<file path="config.mk">
export PLATFORM = sky130hd
export DESIGN_NAME = serial_subtractor
export DESIGN_NICKNAME = d
export VERILOG_FILES = /design/src/rtl/serial_subtractor.sv
export SDC_FILE = /design/constraint.sdc
export NUM_CORES = 1
export LEC_CHECK = 0
export ABC_AREA = 1
export CAP_MARGIN = 20
export CORE_UTILIZATION = 52
export CTS_CLUSTER_DIAMETER = 80
export CTS_CLUSTER_SIZE = 28
export DETAILED_ROUTE_END_ITERATION = 16
export PLACE_DENSITY = 0.88
export SYNTH_ARGS = -nofsm -noshare
export SYNTH_HDL_FRONTEND = slang
export SYNTH_SLANG_ARGS = --single-unit
</file>
<file path="constraint.sdc">
create_clock -name clk -period 2.28 [get_ports clk]
set_clock_uncertainty 0.05 [all_clocks]
set_input_delay 0.342 -clock clk [delete_from_list [all_inputs] [get_ports clk]]
set_output_delay 0.342 -clock clk [all_outputs]
set_load 0.05 [all_outputs]
</file>
<file path="src/rtl/serial_subtractor.sv">
// serial_subtractor
// Bit-serial two's-complement subtractor. It computes a - b one bit per clock,
// LSB first, using a single full-subtractor cell and a borrow flip-flop. The
// difference is published with unsigned-borrow, signed-overflow and zero flags.
//
// Ports:
//   clk         rising-edge clock
//   rst_n       asynchronous active-low reset
//   start_i     request; sampled only while not busy (IDLE or DONE)
//   a_i, b_i    minuend / subtrahend, captured on the accepting edge
//   busy_o      high while a subtraction is in progress
//   done_o      one-cycle pulse when a result is published
//   diff_o      a - b modulo 2^WIDTH
//   borrow_o    1 iff unsigned a < b
//   overflow_o  signed overflow of a - b
//   zero_o      1 iff diff == 0
module serial_subtractor #(
  parameter int WIDTH = 32
) (
  input  logic             clk,
  input  logic             rst_n,
  input  logic             start_i,
  input  logic [WIDTH-1:0] a_i,
  input  logic [WIDTH-1:0] b_i,
  output logic             busy_o,
  output logic             done_o,
  output logic [WIDTH-1:0] diff_o,
  output logic             borrow_o,
  output logic             overflow_o,
  output logic             zero_o
);

  localparam int CW = $clog2(WIDTH);

  // Encoding chosen so busy and done are single state flop bits, keeping every
  // output a pure register.
  typedef enum logic [1:0] {
    IDLE = 2'b00,
    RUN  = 2'b01,
    DONE = 2'b10
  } state_e;

  state_e           state_q, state_d;
  logic [WIDTH-1:0] aShift_q, bShift_q;
  logic [WIDTH-2:0] partial_q;
  logic [WIDTH-1:0] result_d;
  logic [CW-1:0]    count_q;
  logic             borrowBit_q, borrowBit_d;
  logic             diffBit;
  logic             accept, lastBit;
  logic [WIDTH-1:0] diff_q;
  logic             borrow_q, overflow_q, zero_q;

  assign accept  = start_i && (state_q != RUN);
  assign lastBit = (count_q == CW'(WIDTH - 1));

  // Full-subtractor cell working on the LSBs of the operand shift registers.
  // The partial result fills from the MSB end; on the last bit the new
  // difference bit lands in the MSB and the earlier bits are already in place.
  always_comb begin
    diffBit     = aShift_q[0] ^ bShift_q[0] ^ borrowBit_q;
    borrowBit_d = (~aShift_q[0] & bShift_q[0]) |
                  (~(aShift_q[0] ^ bShift_q[0]) & borrowBit_q);
    result_d    = {diffBit, partial_q};
  end

  // Next-state logic. Start is honoured from IDLE and DONE only, so a request
  // during RUN is simply dropped.
  always_comb begin
    state_d = state_q;
    unique case (state_q)
      IDLE:    if (start_i) state_d = RUN;
      RUN:     if (lastBit) state_d = DONE;
      DONE:    state_d = start_i ? RUN : IDLE;
      default: state_d = IDLE;
    endcase
  end

  // State register.
  always_ff @(posedge clk or negedge rst_n) begin
    if (!rst_n) state_q <= IDLE;
    else        state_q <= state_d;
  end

  // Datapath. Output flags are only written on the completion edge, so they
  // hold the previous result through IDLE and through the next RUN. By the
  // last bit the operand registers have shifted the sign bits down to bit 0,
  // which is why overflow reads the captured signs from there.
  always_ff @(posedge clk or negedge rst_n) begin
    if (!rst_n) begin
      aShift_q    <= '0;
      bShift_q    <= '0;
      partial_q   <= '0;
      count_q     <= '0;
      borrowBit_q <= 1'b0;
      diff_q      <= '0;
      borrow_q    <= 1'b0;
      overflow_q  <= 1'b0;
      zero_q      <= 1'b0;
    end else if (accept) begin
      aShift_q    <= a_i;
      bShift_q    <= b_i;
      count_q     <= '0;
      borrowBit_q <= 1'b0;
    end else if (state_q == RUN) begin
      aShift_q    <= aShift_q >> 1;
      bShift_q    <= bShift_q >> 1;
      partial_q   <= result_d[WIDTH-1:1];
      count_q     <= count_q + CW'(1);
      borrowBit_q <= borrowBit_d;
      if (lastBit) begin
        diff_q     <= result_d;
        borrow_q   <= borrowBit_d;
        overflow_q <= (aShift_q[0] != bShift_q[0]) && (diffBit != aShift_q[0]);
        zero_q     <= (result_d == '0);
      end
    end
  end

  assign busy_o     = state_q[0];
  assign done_o     = state_q[1];
  assign diff_o     = diff_q;
  assign borrow_o   = borrow_q;
  assign overflow_o = overflow_q;
  assign zero_o     = zero_q;

endmodule

</file>
==> results of run 1 <==
## layout by cell type, fill, tap and decap left out, types with 2 or more instances in the layout
cell type	count
clkbuf_8	3
o211ai_1	29
nand3_1	22
nand2_1	232
o21ai_0	50
inv_1	58
inv_6	3
inv_2	2
nor2_1	20
a21oi_1	4
a22o_1	3
clkinv_4	2
bufinv_16	3
clkdlybuf4s50_1	102
o221ai_1	16
dfrtp_1	138
clkbuf_16	16
buf_4	9
ha_1	3
clkinvlp_4	4
buf_12	2
## power by group
part / switching (uW) / internal (uW)
Clock: 1050 / 1730
Combinational: 1670 / 970
Sequential: 432 / 3210
## cell usage after synthesis (all sizes together)
library cell and count:
dfrtp 138, o22ai 1, nand2 234, a21oi 4
ha 3, o31ai 1, buf 23, o211ai 29
o221ai 16, inv 60, fa 1, o21bai 1
xor2 1, a22o 3, o21ai 51, nor2 21
nand3 23, clkbuf 10
## worst max-delay path by stage
stage                      startpoint                endpoint  slack, ps  cells past startpoint
2_1_floorplan  count_q[0]$_DFFE_PN0P_  diff_o[10]$_DFFE_PN0P_        630                      8
3_3_place_gp   count_q[0]$_DFFE_PN0P_  diff_o[29]$_DFFE_PN0P_        490                      8
3_5_place_dp   count_q[0]$_DFFE_PN0P_  diff_o[29]$_DFFE_PN0P_        390                      8
4_1_cts        state_q[0]$_DFFE_PN0P_                  busy_o         20                      1
5_1_grt        state_q[0]$_DFFE_PN0P_                  busy_o          3                      1
6_report       state_q[0]$_DFFE_PN0P_                  busy_o         30                      1
## layer usage
| metal | global-route usage | vias to the layer above |
|---|---|---|
| li1 | - | 2194 |
| met1 | 0.3403 | 2286 |
| met2 | 0.4415 | 205 |
| met3 | 0.06499 | 16 |
| met4 | 0.06458 | 0 |
| met5 | 0 | - |
## layout make-up
class	instances	area, sq um	share of cell area
clock buffers	19	441.7	0.05932
clock inverters	12	163.9	0.02201
inverters	60	225.2	0.03025
multi-input cells	389	1842	0.2474
flip-flops and latches	138	3453	0.4638
well taps	136	170.2	0.02285
repair buffers	115	1150	0.1544
## flip-flops by register name (all words and copies together), names as in the netlist
| signal | flops |
|---|---|
| diff_o | 32 |
| partial_q | 31 |
| count_q | 5 |
| state_q | 2 |
| borrow_o | 1 |
| overflow_o | 1 |
| aShift_q | 32 |
| bShift_q | 32 |
| zero_o | 1 |
| borrowBit_q | 1 |
## stage by stage
step | std cells | cell area [sq um] | utilization
after floorplan | 620 | 5685 | -
after global placement | 837 | 6830 | 0.6528
after detailed placement | 837 | 6830 | 0.6528
after CTS | 869 | 7446 | 0.7117
after global routing | 869 | 7446 | 0.7117
final | 869 | 7446 | 0.7117
## logic make-up after synthesis
group | synth area share
AO/OA/AOI/OAI | 0.1197
AND/OR/NAND/NOR | 0.1908
XOR/XNOR | 0.001541
buffers and inverters | 0.07042
flip-flops | 0.6074
adder cells (fa/ha/maj) | 0.01012
## timing repair
item	CTS	global route
hold buffers	1	0
gates resized for setup	0	0
hold endpoints to repair	54	0
endpoints found under the setup margin	0	0
==> qor.txt, run 1 <==
1st-pass router iterations: 6
Final setup viols: 0
Initial antenna violation count: 0
CP required: 1890 ps
Routed WL: 13620 microns
Final setup margin: 28.30 ps
Cell leakage power: 0.003398 uW
First-pass GRT wire length: 22860 microns
Hold Path Class: in -> async
CP max-delay cell: clkdlybuf4s50_1
Fmax: 444.1 MHz
Min Hold Slack: 296.8 ps
Reg-to-reg slack, setup: 390 ps
Slew @ Worst Pin: 549.2 ps
Period utilization: 0.9876
Flops & latches, synth: 138
Critical path class: reg -> out
DP Wirelength: 8816 microns
Crit path cell chain: clkdlybuf4s50_1
GR Util All Layers: 0.2620
Vias in the first global route: 4671
Critical R2R Launch: count_q[0]$_DFFE_PN0P_
Die Area: 11360 sq um
Slew headroom: 0.6327
RSZ-0062 raised after global routing: no
DR WL/cell: 15.67 microns
Die height: 106.6 microns
Synth-to-layout area growth: 30.96%
Delay-heaviest family, CP: buffers and inverters
Vias/cell: 5.410
Yosys top cell area share: 0.6074
FF-to-FF End: diff_o[29]$_DFFE_PN0P_
Register area share after synthesis: 0.6074
Via count: 4701
Clk slew on worst S/H paths: 60 ps
Status: finished, final reports clean
Distinct cells, synth: 25
RePlAce Congestion: 0.8059
Syn_area_per_cell: 9.170 sq um
Arrival @ worst endpoint: 1860 ps
DR WL met3: 904 microns
Critical Path Sink Type: output port
Largest net degree at the start of global routing: 59
Rows: 37
Post-placement setup slack: 388.9 ps
Bufs and invs on worst path: 1
Mapped Cells: 620
Fraction of layout cells with a size suffix above 1: 0.06685
# nets final: 792
Residual DRC: 0
Final hold vios: 0
TritonCTS clock tree: yes
I/O Buffers: 103
Max Cap Violations: 0
Maximum vdd drop: 0.5903 mV
Area contributors post-synth: dfrtp_1 61%, nand2_1 15%, o21ai_0 4.4%, inv_1 3.8%, o211ai_1 3.8%
CTS max path bufs: 2
# diodes: 0
Synthesis Warnings: 0
Sink Count: 138
Met2 Wirelength: 7078 microns
Number of fill cells in the layout: 768
Cell taking the most area after synthesis: dfrtp_1
Core area: 10460 sq um
Initial Util: 0.5434
R2R depth: 8
Highest routed layer: met4
M1 wire length: 5472 microns
Setup TNS: 0 ps
H-tree depth: 4
PD cells: 1217 nW/um^2
Total power: 9060 uW
Worst Path Max Fanout: 4
CTS Buf Count: 17
Starting DRT DRC Count: 286
Tmin final: 2252 ps
Clock Latency Late Sink: 510 ps
Routed Antenna Nets: 0
Post-Syn Nets: 691
Setup bufs post-CTS: 0
Worst Setup Start Kind: flop
Final Slew Violations: 0
Width of the die: 106.6 microns
I/O pin cnt: 104
Grt ovf: 0
Max incr delay on CP: 890 ps
Synthesized cell area: 5685 sq um
Root buf cell: clkbuf_8
No activity file was read; power rests on OpenSTA's default activity.
==> inputs of run 2 (changes only) <==
--- a/config.mk
+++ b/config.mk
@@ -7,11 +7,11 @@
 export LEC_CHECK = 0
 export ABC_AREA = 1
 export CAP_MARGIN = 20
-export CORE_UTILIZATION = 52
+export CORE_UTILIZATION = 40
 export CTS_CLUSTER_DIAMETER = 80
 export CTS_CLUSTER_SIZE = 28
 export DETAILED_ROUTE_END_ITERATION = 16
-export PLACE_DENSITY = 0.88
+export PLACE_DENSITY = 0.73
 export SYNTH_ARGS = -nofsm -noshare
 export SYNTH_HDL_FRONTEND = slang
 export SYNTH_SLANG_ARGS = --single-unit
==> qor.txt, run 2 (same netlist as run 1, synthesis figures left out) <==
Status: finished, final reports clean (unchanged)
Core area: 13880 sq um (was 10460 sq um)
Vias in the first global route: 4575 (was 4671)
Final Slew Violations: 0 (unchanged)
1st-pass router iterations: 5 (was 6)
Hold Buf Count CTS: 1 (unchanged)
Hold_sp: diff_o[7]$_DFFE_PN0P_
Reg-to-reg slack, setup: 430 ps (was 390 ps)
Tmin final: 2129 ps (was 2252 ps)
Delay-heaviest family, CP: buffers and inverters (unchanged)
PD cells: 1176 nW/um^2 (was 1217 nW/um^2)
Largest net degree at the start of global routing: 65 (was 59)
Grt ovf: 0 (unchanged)
Critical path class: reg -> out (unchanged)
DP Wirelength: 8593 microns (was 8816 microns)
Final hold vios: 0 (unchanged)
Sink Count: 138 (unchanged)
Non-Filler Instances: 913 (was 869)
Most common cell after layout, fill and taps aside: nand2_1 (unchanged)
Post-CTS Resized: 0 (unchanged)
Critical Path Sink Type: output port (unchanged)
TritonCTS clock tree: yes (unchanged)
Fraction of layout cells with a size suffix above 1: 0.06548 (was 0.06685)
Routed WL: 12840 microns (was 13620 microns)
Clk slew on worst S/H paths: 60 ps (about the same)
WP depth: 1 (unchanged)
Worst Path Max Fanout: 4 (unchanged)
Clock Latency Late Sink: 410 ps (was 510 ps)
Crit path cell chain: clkdlybuf4s50_1 (unchanged)
Fmax: 469.7 MHz (was 444.1 MHz)
Critical R2R Launch: count_q[0]$_DFFE_PN0P_ (unchanged)
Leading cell types in the layout, fill and taps excluded: 232 x nand2_1, 138 x dfrtp_1, 102 x clkdlybuf4s50_1 (unchanged)
Rows: 43 (was 37)
Net Switching: 3005 uW (was 3147 uW)
# nets final: 791 (was 792)
RSZ-0062 raised after global routing: no (unchanged)
Slew @ Worst Pin: 594.9 ps (was 549.2 ps)
Period utilization: 0.9339 (was 0.9876)
Arrival @ worst endpoint: 1740 ps (was 1860 ps)
DR WL/cell: 14.06 microns (was 15.67 microns)
RePlAce Congestion: 0.8590 (was 0.8059)
Setup bufs post-CTS: 0 (unchanged)
# diodes: 0 (unchanged)
Routed Antenna Nets: 0 (unchanged)
First-pass GRT wire length: 22210 microns (was 22860 microns)
Synth-to-layout area growth: 31.95% (was 30.96%)
Starting DRT DRC Count: 343 (was 286)
I/O pin cnt: 104 (unchanged)
Setup TNS: 0 ps (unchanged)
Die height: 121.2 microns (was 106.6 microns)
CP required: 1890 ps (about the same)
Worst Setup Start Kind: flop (unchanged)
Die Area: 14690 sq um (was 11360 sq um)
Initial antenna violation count: 0 (unchanged)
Root buf cell: clkbuf_16 (was clkbuf_8)
Max incr delay on CP: 890 ps (about the same)
Via count: 4509 (was 4701)
Clk network pwr share: 0.297 (was 0.307)
Slew headroom: 0.6034 (was 0.6327)
Max Cap Violations: 0 (unchanged)
Sw frac: 0.3405 (was 0.3474)
Final setup viols: 0 (unchanged)
Vias/cell: 4.939 (was 5.410)
Cell leakage power: 0.003398 uW (about the same)
R2R depth: 7 (was 8)
Internal: 5821 uW (was 5913 uW)
Hold Path Class: reg -> reg (was in -> async)
Maximum vdd drop: 0.5995 mV (was 0.5903 mV)
Hold path depth: 2
I/O Buffers: 103 (unchanged)
Hold EP: diff_o[7]$_DFFE_PN0P_
Cells after DPL: 880 (was 837)
Residual DRC: 0 (unchanged)
CTS Buf Count: 17 (unchanged)
Width of the die: 121.2 microns (was 106.6 microns)
H-tree depth: 4 (unchanged)
Combinational Power Share: 0.292 (was 0.291)
CP max-delay cell: clkdlybuf4s50_1 (unchanged)
Initial Util: 0.4096 (was 0.5434)
Bufs and invs on worst path: 1 (unchanged)
GR Util All Layers: 0.1944 (was 0.2620)
Seq pwr share: 0.411 (was 0.402)
FF-to-FF End: diff_o[30]$_DFFE_PN0P_ (was diff_o[29]$_DFFE_PN0P_)
CTS max path bufs: 2 (unchanged)
## run 2: changes by cell type in the layout (fill, tap and decap cells not counted)
cell,delta
inv_6,-3
clkbuf_1,+1
clkbuf_8,+1
buf_4,-4
buf_12,+3
bufinv_16,-2
clkbuf_16,+1
clkinv_2,+3
## run 2: layer usage
layer	wire length (microns)	global-route usage	vias to the layer above
met5	0	0	-
met4	54	0.06019	0
met3	698	0.04699	4
met2	6296	0.3143	143
met1	5792	0.2581	2162
li1	-	-	2200
## run 2: how the worst max path moves through the flow
stage | startpoint | end | slack [ps]
after CTS | state_q[0]$_DFFE_PN0P_ | busy_o | 120
after global routing | state_q[0]$_DFFE_PN0P_ | busy_o | 100
after floorplan | count_q[0]$_DFFE_PN0P_ | diff_o[10]$_DFFE_PN0P_ | 630
final | state_q[0]$_DFFE_PN0P_ | busy_o | 150
after global placement | count_q[0]$_DFFE_PN0P_ | zero_o$_DFFE_PN0P_ | 470
after detailed placement | count_q[0]$_DFFE_PN0P_ | diff_o[30]$_DFFE_PN0P_ | 430
## run 2: final cells by class
type | count | area [sq um]
fill | 1227 | 6379
sequential | 138 | 3453
multi-input combinational | 389 | 1842
timing repair buffer | 114 | 1180
clock buffer | 22 | 484.2
inverter | 60 | 225.2
tap | 180 | 225.2
clock inverter | 10 | 92.59
## run 2: metrics by stage
step	cell area (sq um)	util	worst slack (ps)	hold slack [ps]	power, uW
3_5_place_dp	6915	0.4982	432.8	325.9	6246
5_1_grt	7502	0.5405	96.70	455.2	9432
6_report	7502	0.5405	150.8	429.0	8826
4_1_cts	7502	0.5405	120.0	432.3	8906
3_3_place_gp	6915	0.4982	467.3	313.2	6117
2_1_floorplan	5685	-	634.9	-3.591	5394
## run 2: power by group through the flow
stage	clock network [uW]	logic (uW)	registers, uW
3_3_place_gp	0	2500	3620
6_report	2620	2580	3620
2_1_floorplan	0	1620	3780
3_5_place_dp	0	2600	3650
4_1_cts	2670	2620	3620
5_1_grt	2770	2950	3710
## run 2: tightest hold or removal path, delay by kind of cell (launching register included)
kind,cells,cell delay (ps)
and+or+nand+nor,2,100
DFF,1,340
==> inputs of run 3 (changes only) <==
--- a/config.mk
+++ b/config.mk
@@ -6,7 +6,6 @@
 export NUM_CORES = 1
 export LEC_CHECK = 0
 export ABC_AREA = 1
-export CAP_MARGIN = 20
 export CORE_UTILIZATION = 40
 export CTS_CLUSTER_DIAMETER = 80
 export CTS_CLUSTER_SIZE = 28
==> results of run 3 <==
Final layout, timing and power as in run 2 (identical DEF).
